`src/rtl/adc_pkg.sv`:
```
// Shared definitions for the adc capture path: default bus widths, the
// capture state encoding and the sample-pacing divider computation.
package adc_pkg;

    localparam int ADDR_W = 13;
    localparam int DATA_W = 10;

    typedef enum logic [1:0] {
        IDLE  = 2'd0,
        RUN   = 2'd1,
        WRITE = 2'd2,
        FIN   = 2'd3
    } state_e;

    // Clock cycles between samples, integer-truncated.
    function automatic int tick_div(input int clk_freq, input int sampling_freq);
        return clk_freq / sampling_freq;
    endfunction

endpackage

```
`src/rtl/adc_tick_gen.sv`:
```
// Reloadable down-counter that emits a one-cycle tick every DIV enabled
// cycles. load_i restarts the period; the counter holds while en_i is low.
module adc_tick_gen #(
    parameter int DIV = 527
) (
    input  logic clk,
    input  logic rst,
    input  logic load_i,
    input  logic en_i,
    output logic tick_o
);

    localparam int CW = (DIV > 1) ? $clog2(DIV) : 1;
    localparam logic [CW-1:0] RELOAD = CW'(DIV - 1);

    logic [CW-1:0] cnt_q, cnt_d;

    // Count down while enabled; on reaching zero, reload and tick.
    always_comb begin
        // NOTE: every output of this block gets a default first, so no path leaves it unassigned and no latch is inferred.
        cnt_d  = cnt_q;
        tick_o = 1'b0;
        if (load_i) begin
            cnt_d = RELOAD;
        end else if (en_i) begin
            if (cnt_q == '0) begin
                cnt_d  = RELOAD;
                tick_o = 1'b1;
            end else begin
                cnt_d = cnt_q - CW'(1);
            end
        end
    end

    // Counter register with synchronous reset.
    always_ff @(posedge clk) begin
        // NOTE: non-blocking assignment so every flop samples pre-edge values and simulation matches hardware.
        if (rst) cnt_q <= '0;
        else     cnt_q <= cnt_d;
    end

endmodule

```
`src/rtl/adc_capture.sv`:
```
// Paced MCP3002 capture into the single-port sample BSRAM.
// On start, writes CAPTURE_LEN samples, one every TICK_DIV cycles, starting
// at base_addr and wrapping modulo 2^ADDR_W, then pulses done.
// Optional build macro ADC_CAPTURE_TRIGGER_EN: hold off the first write until
// a sample deviates from mid-scale by at least TRIG_THRESH (adds port armed).
module adc_capture #(
    parameter int CLK_FREQ      = 27_000_000,
    parameter int SAMPLING_FREQ = 51_200,
    parameter int ADDR_W        = adc_pkg::ADDR_W,
    parameter int DATA_W        = adc_pkg::DATA_W,
    parameter int CAPTURE_LEN   = 1024
`ifdef ADC_CAPTURE_TRIGGER_EN
    ,
    parameter int TRIG_THRESH   = 64
`endif
) (
    input  logic              clk,
    input  logic              rst,
    input  logic              start,
    input  logic [ADDR_W-1:0] base_addr,
    output logic              busy,
    output logic              done,
    output logic              late,
`ifdef ADC_CAPTURE_TRIGGER_EN
    output logic              armed,
`endif
    output logic              adc_enable,
    input  logic [DATA_W-1:0] adc_data,
    input  logic              adc_available,
    output logic              adc_clear_available,
    output logic              ram_oce,
    output logic              ram_ce,
    output logic              ram_wre,
    output logic [ADDR_W-1:0] ram_ad,
    output logic [DATA_W-1:0] ram_din
);

    import adc_pkg::*;

    localparam int TICK_DIV = tick_div(CLK_FREQ, SAMPLING_FREQ);
    localparam int CNT_W = $clog2(CAPTURE_LEN + 1);
    localparam logic [CNT_W-1:0] LAST_CNT = CNT_W'(CAPTURE_LEN);

    state_e            state_q, state_d;
    logic [ADDR_W-1:0] wr_ptr_q, wr_ptr_d;
    logic [CNT_W-1:0]  cnt_q, cnt_d;
    logic              late_q, late_d;
    logic              tick;
    logic              accept;
    logic              tick_en;

    // A start is only honoured from IDLE; the pacer runs through RUN and WRITE.
    assign accept  = (state_q == IDLE) && start;
    assign tick_en = (state_q == RUN) || (state_q == WRITE);

    adc_tick_gen #(
        .DIV(TICK_DIV)
    ) u_tick (
        .clk    (clk),
        .rst    (rst),
        .load_i (accept),
        .en_i   (tick_en),
        .tick_o (tick)
    );

`ifdef ADC_CAPTURE_TRIGGER_EN
    localparam logic [DATA_W:0] MID    = (DATA_W + 1)'(1) << (DATA_W - 1);
    localparam logic [DATA_W:0] THRESH = (DATA_W + 1)'(TRIG_THRESH);

    logic            armed_q, armed_d;
    logic [DATA_W:0] sample_ext;
    logic [DATA_W:0] dev;
    logic            hit;

    // Distance of the current sample from mid-scale.
    assign sample_ext = {1'b0, adc_data};
    assign dev        = (sample_ext >= MID) ? (sample_ext - MID) : (MID - sample_ext);
    assign hit        = (dev >= THRESH);
    assign armed      = armed_q;

    // Armed flag: set on start, cleared by the triggering tick.
    always_ff @(posedge clk) begin
        if (rst) armed_q <= 1'b0;
        else     armed_q <= armed_d;
    end
`endif

    // Capture state, write pointer, sample counter and late flag.
    always_ff @(posedge clk) begin
        if (rst) begin
            state_q  <= IDLE;
            wr_ptr_q <= '0;
            cnt_q    <= '0;
            late_q   <= 1'b0;
        end else begin
            state_q  <= state_d;
            wr_ptr_q <= wr_ptr_d;
            cnt_q    <= cnt_d;
            late_q   <= late_d;
        end
    end

    // Next-state logic and BSRAM/ADC control decode.
    always_comb begin
        state_d             = state_q;
        wr_ptr_d            = wr_ptr_q;
        cnt_d               = cnt_q;
        late_d              = late_q;
        busy                = 1'b0;
        done                = 1'b0;
        adc_enable          = 1'b0;
        adc_clear_available = 1'b0;
        ram_ce              = 1'b0;
        ram_wre             = 1'b0;
        ram_ad              = '0;
        ram_din             = '0;
`ifdef ADC_CAPTURE_TRIGGER_EN
        armed_d             = armed_q;
`endif
        unique case (state_q)
            IDLE: begin
                if (start) begin
                    state_d  = RUN;
                    wr_ptr_d = base_addr;
                    cnt_d    = '0;
                    late_d   = 1'b0;
`ifdef ADC_CAPTURE_TRIGGER_EN
                    armed_d  = 1'b1;
`endif
                end
            end
            RUN: begin
                busy       = 1'b1;
                adc_enable = 1'b1;
                if (tick) begin
`ifdef ADC_CAPTURE_TRIGGER_EN
                    // While armed, a tick only advances if the sample trips the threshold.
                    if (!armed_q || hit) begin
                        armed_d = 1'b0;
                        state_d = WRITE;
                    end
`else
                    state_d = WRITE;
`endif
                end
            end
            WRITE: begin
                busy                = 1'b1;
                adc_enable          = 1'b1;
                ram_ce              = 1'b1;
                ram_wre             = 1'b1;
                ram_ad              = wr_ptr_q;
                ram_din             = adc_data;
                adc_clear_available = 1'b1;
                // A stale sample is still written; the flag records that it happened.
                if (!adc_available) late_d = 1'b1;
                wr_ptr_d = wr_ptr_q + ADDR_W'(1);
                cnt_d    = cnt_q + CNT_W'(1);
                state_d  = (cnt_d == LAST_CNT) ? FIN : RUN;
            end
            FIN: begin
                done    = 1'b1;
                state_d = IDLE;
            end
            default: state_d = IDLE;
        endcase
    end

    assign ram_oce = 1'b0;
    assign late    = late_q;

endmodule

```
`config.mk`:
```
export PLATFORM = sky130hd
export DESIGN_NAME = adc_capture
export DESIGN_NICKNAME = d
export VERILOG_FILES = /design/src/rtl/adc_pkg.sv /design/src/rtl/adc_tick_gen.sv /design/src/rtl/adc_capture.sv
export SDC_FILE = /design/constraint.sdc
export NUM_CORES = 1
export LEC_CHECK = 0
export BUFFER_PORTS_ARGS = -buffer_cell sky130_fd_sc_hd__clkbuf_2
export CORE_MARGIN = 2
export CORE_UTILIZATION = 35
export CTS_CLUSTER_SIZE = 40
export DETAILED_ROUTE_END_ITERATION = 8
export GPL_ROUTABILITY_DRIVEN = 0
export PLACE_DENSITY_LB_ADDON = 0.05
export SYNTH_ARGS = -nofsm -noshare
export SYNTH_HDL_FRONTEND = slang
export SYNTH_SLANG_ARGS = --single-unit
```
`constraint.sdc`:
```
create_clock -name clk -period 2.2 [get_ports clk]
set_input_delay 0.44 -clock clk [delete_from_list [all_inputs] [get_ports clk]]
set_output_delay 0.44 -clock clk [all_outputs]
set_load 0.03 [all_outputs]
```
==> flow_summary.json <==
{
  "ys_top_cells_by_area": "dfxtp_1, and2_1, ha_1",
  "syn_area_per_cell_um2": 7.83,
  "clockRootBuffer": "clkbuf_8",
  "grt_use_met1_pct": 23.4,
  "clock_latency_ns": 0.30,
  "p_leak_nw": 1.21,
  "die_h_um": 86.3,
  "nFillCells": 681,
  "crit_path_max_fanout": 14,
  "finalCritPeriodShare_pct": 94.5,
  "gr-total-overflow": 0,
  "synth.most_common_cell": "dfxtp_1",
  "netlist_area_mm2": 0.00237,
  "r2r_end": "u_tick.cnt_q[9]",
  "drv_cap": 0,
  "reg2reg_from": "state_q[0]",
  "synth_nets": 340,
  "fin_crit_ns": 2.08,
  "syn_inst": 303,
  "holdCritStartpoint": "adc_available",
  "drv_slew": 0,
  "dieArea_mm2": 0.00745,
  "drive_gt1_share_pct": 25.6,
  "first_pass_iters": 4,
  "dp_cells": 428,
  "core_area_mm2": 0.00646,
  "hold_path_end": "late",
  "status": "finished, final reports clean",
  "diodes": 0,
  "synth_top_area_share_pct": 31.2,
  "grt_max_degree": 33,
  "h-tree-depth": 2,
  "nets": 395,
  "crit_slowest_cell": "dfxtp_1",
  "hold_path.class": "input pin to register",
  "wl_um": 5910,
  "synthDistinctLibCells": 48,
  "synth_area_leader_cell": "dfxtp_1",
  "use_met2_pct": 27.1,
  "synth_async_sr_flop_share_pct": 0,
  "numPortBuffers": 56,
  "setup_tns_ns": 0,
  "yosysWarnings": 0,
  "drc": 0,
  "cts_buffer_depth": 2,
  "ff2ff_setup_slack_ns": 0.17,
  "powerDensity_mw_per_mm2": 1130,
  "antenna_found_initial": 0,
  "critical_path.endpoint_type": "output pin",
  "area_delta_synth_final_pct": 21.5,
  "top_usage_layer": "met2",
  "num_rows": 29,
  "yosys-top-cells-count": "dfxtp_1, nor2_1, and2_1, nand2_1, a21oi_1",
  "holdBufCountCts": 0,
  "max_freq_ghz": 0.481,
  "synth_edf_count": 0,
  "postRouteAntennaNets": 0,
  "vias": 2237,
  "post_drt_wl_per_cell_um": 13.5,
  "rr_worst_depth": 7,
  "cts_sinks": 37,
  "yosysSeqAreaShare_pct": 31.2,
  "slowest_delay_ns": 0.34,
  "final_util_pct": 44.6,
  "cp-start-kind": "register",
  "grt_pass1_vias": 2114,
  "path_class": "register to output pin",
  "setup_viol": 0,
  "drtIter0Drc": 95,
  "multi_input_area_mm2": 0.00148,
  "rsz0062_at_grt": "no",
  "final-hold-violation-count": 0,
  "grt_pass1_wl_um": 10100,
  "start_util_pct": 36.7,
  "boundaryPins": 58,
  "dp_hpwl_um": 4310,
  "crit_chain": "inv_1, ha_4, buf_4, and2_1, clkbuf_2",
  "regArea_um2": 742,
  "fp.dieW_um": 86.3,
  "critPathArrivalTime_ns": 1.64,
  "instances_no_fill": 436,
  "ir_drop_uv": 316,
  "path_clk_slew_ns": 0.07,
  "cts_buffers": 5,
  "cp.required_ns": 1.76,
  "cts_tree": "yes",
  "finalClockSkew_ns": 0.00444,
  "holdPathStages": 4,
  "grt_usage_pct": 17.1,
  "grt_use_met3_pct": 4.10,
  "ys_seq_elements": 37,
  "ys.flop_type": "dfxtp_1",
  "vias_per_cell": 5.13
}
-- cell usage in the layout (no fill, tap or decap), types with 3 or more instances in the layout --
cell | synthesis | routed
xor2_1 | 5 | 5
dfxtp_1 | 37 | 36
ha_1 | 10 | 8
mux2i_1 | 3 | 3
nor3_1 | 10 | 10
and2_1 | 29 | 29
o22ai_1 | 4 | 3
a22oi_1 | 5 | 5
clkbuf_8 | 0 | 7
clkbuf_2 | 0 | 56
inv_1 | 12 | 12
xnor2_1 | 9 | 9
nand3_1 | 12 | 12
nor2b_1 | 4 | 4
buf_4 | 9 | 15
a32oi_1 | 4 | 4
and4_1 | 4 | 4
a21oi_1 | 19 | 19
nand2_1 | 20 | 20
a311oi_1 | 6 | 6
nor2_1 | 30 | 30
nand4_1 | 6 | 6
nor4_1 | 4 | 4
o21ai_0 | 18 | 18
-- layer usage --
layer | wire, µm | part of all wire, %
met3 | 257 | 4.4
met2 | 2680 | 45
met5 | 0 | 0
met4 | 62 | 1.0
met1 | 2910 | 49
-- what timing repair did --
item                       4_1_cts  5_1_grt
setup buffers                    0        0
gates resized for setup          1        4
setup endpoints to repair        2        8
-- cell type report --
type,count,share of cell area [%]
Timing Repair Buffer,72,14.3
Clock inverter,1,0.174
Inverter,12,1.56
Multi-Input combinational cell,230,51.5
Tap cell,77,3.34
Sequential cell,37,25.7
Clock buffer,7,3.34
-- worst max path at each step --
stage / startpoint / to / slack [ns] / cells past startpoint
floorplan: state_q[1] / state_q[1] / 0.007 / 7
global placement: state_q[1] / state_q[1] / 0.25 / 7
detailed placement: state_q[1] / u_tick.cnt_q[9] / 0.17 / 7
CTS: state_q[0] / ram_ad[10] / 0.10 / 5
global route: state_q[0] / ram_ad[10] / 0.002 / 5
finish: state_q[0] / ram_ad[10] / 0.12 / 5
-- where the power goes --
| group | internal (W) | switching [W] |
|---|---|---|
| clock | 0.000283 | 0.000254 |
| sequential | 0.000842 | 0.000210 |
| combinational | 0.000711 | 0.000967 |
| total | 0.00184 | 0.00143 |
-- stage by stage --
step                      worst slack (ns)  power, W  hold WS (ns)  area [µm²]
after floorplan                    0.00658   0.00223         0.455        2370
after global placement               0.252   0.00271         0.486        2760
after detailed placement             0.168   0.00272         0.488        2760
after CTS                            0.101   0.00329         0.422        2870
after global routing               0.00176   0.00356         0.461        2880
final                                0.122   0.00327         0.427        2880
-- registers in the layout, summed over array words and instances (netlist names) --
signal,count
wr_ptr_q,13
cnt_q,11
u_tick.cnt_q,10
state_q,2
late,1
-- critical path, delay by kind of cell (launching register included) --
family / cells / cell delay [ns]
adders and majority gates: 1 / 0.26
buffers and inverters: 3 / 0.57
DFF: 1 / 0.34
and+or+nand+nor: 1 / 0.16
-- cells by family (layout without fill, tap and decap cells) --
| family | after synthesis | after routing | share of synthesized area (%) |
|---|---|---|---|
| compound gates | 71 | 71 | 19.3 |
| mux | 4 | 4 | 1.74 |
| xor+xnor | 14 | 14 | 5.17 |
| buf+inv | 36 | 92 | 7.28 |
| fa+ha+maj | 10 | 10 | 5.28 |
| simple gates | 130 | 130 | 29.9 |
| other cells | 1 | 1 | 0.158 |
| flops | 37 | 37 | 31.2 |
No activity file was read; power rests on OpenSTA's default activity.
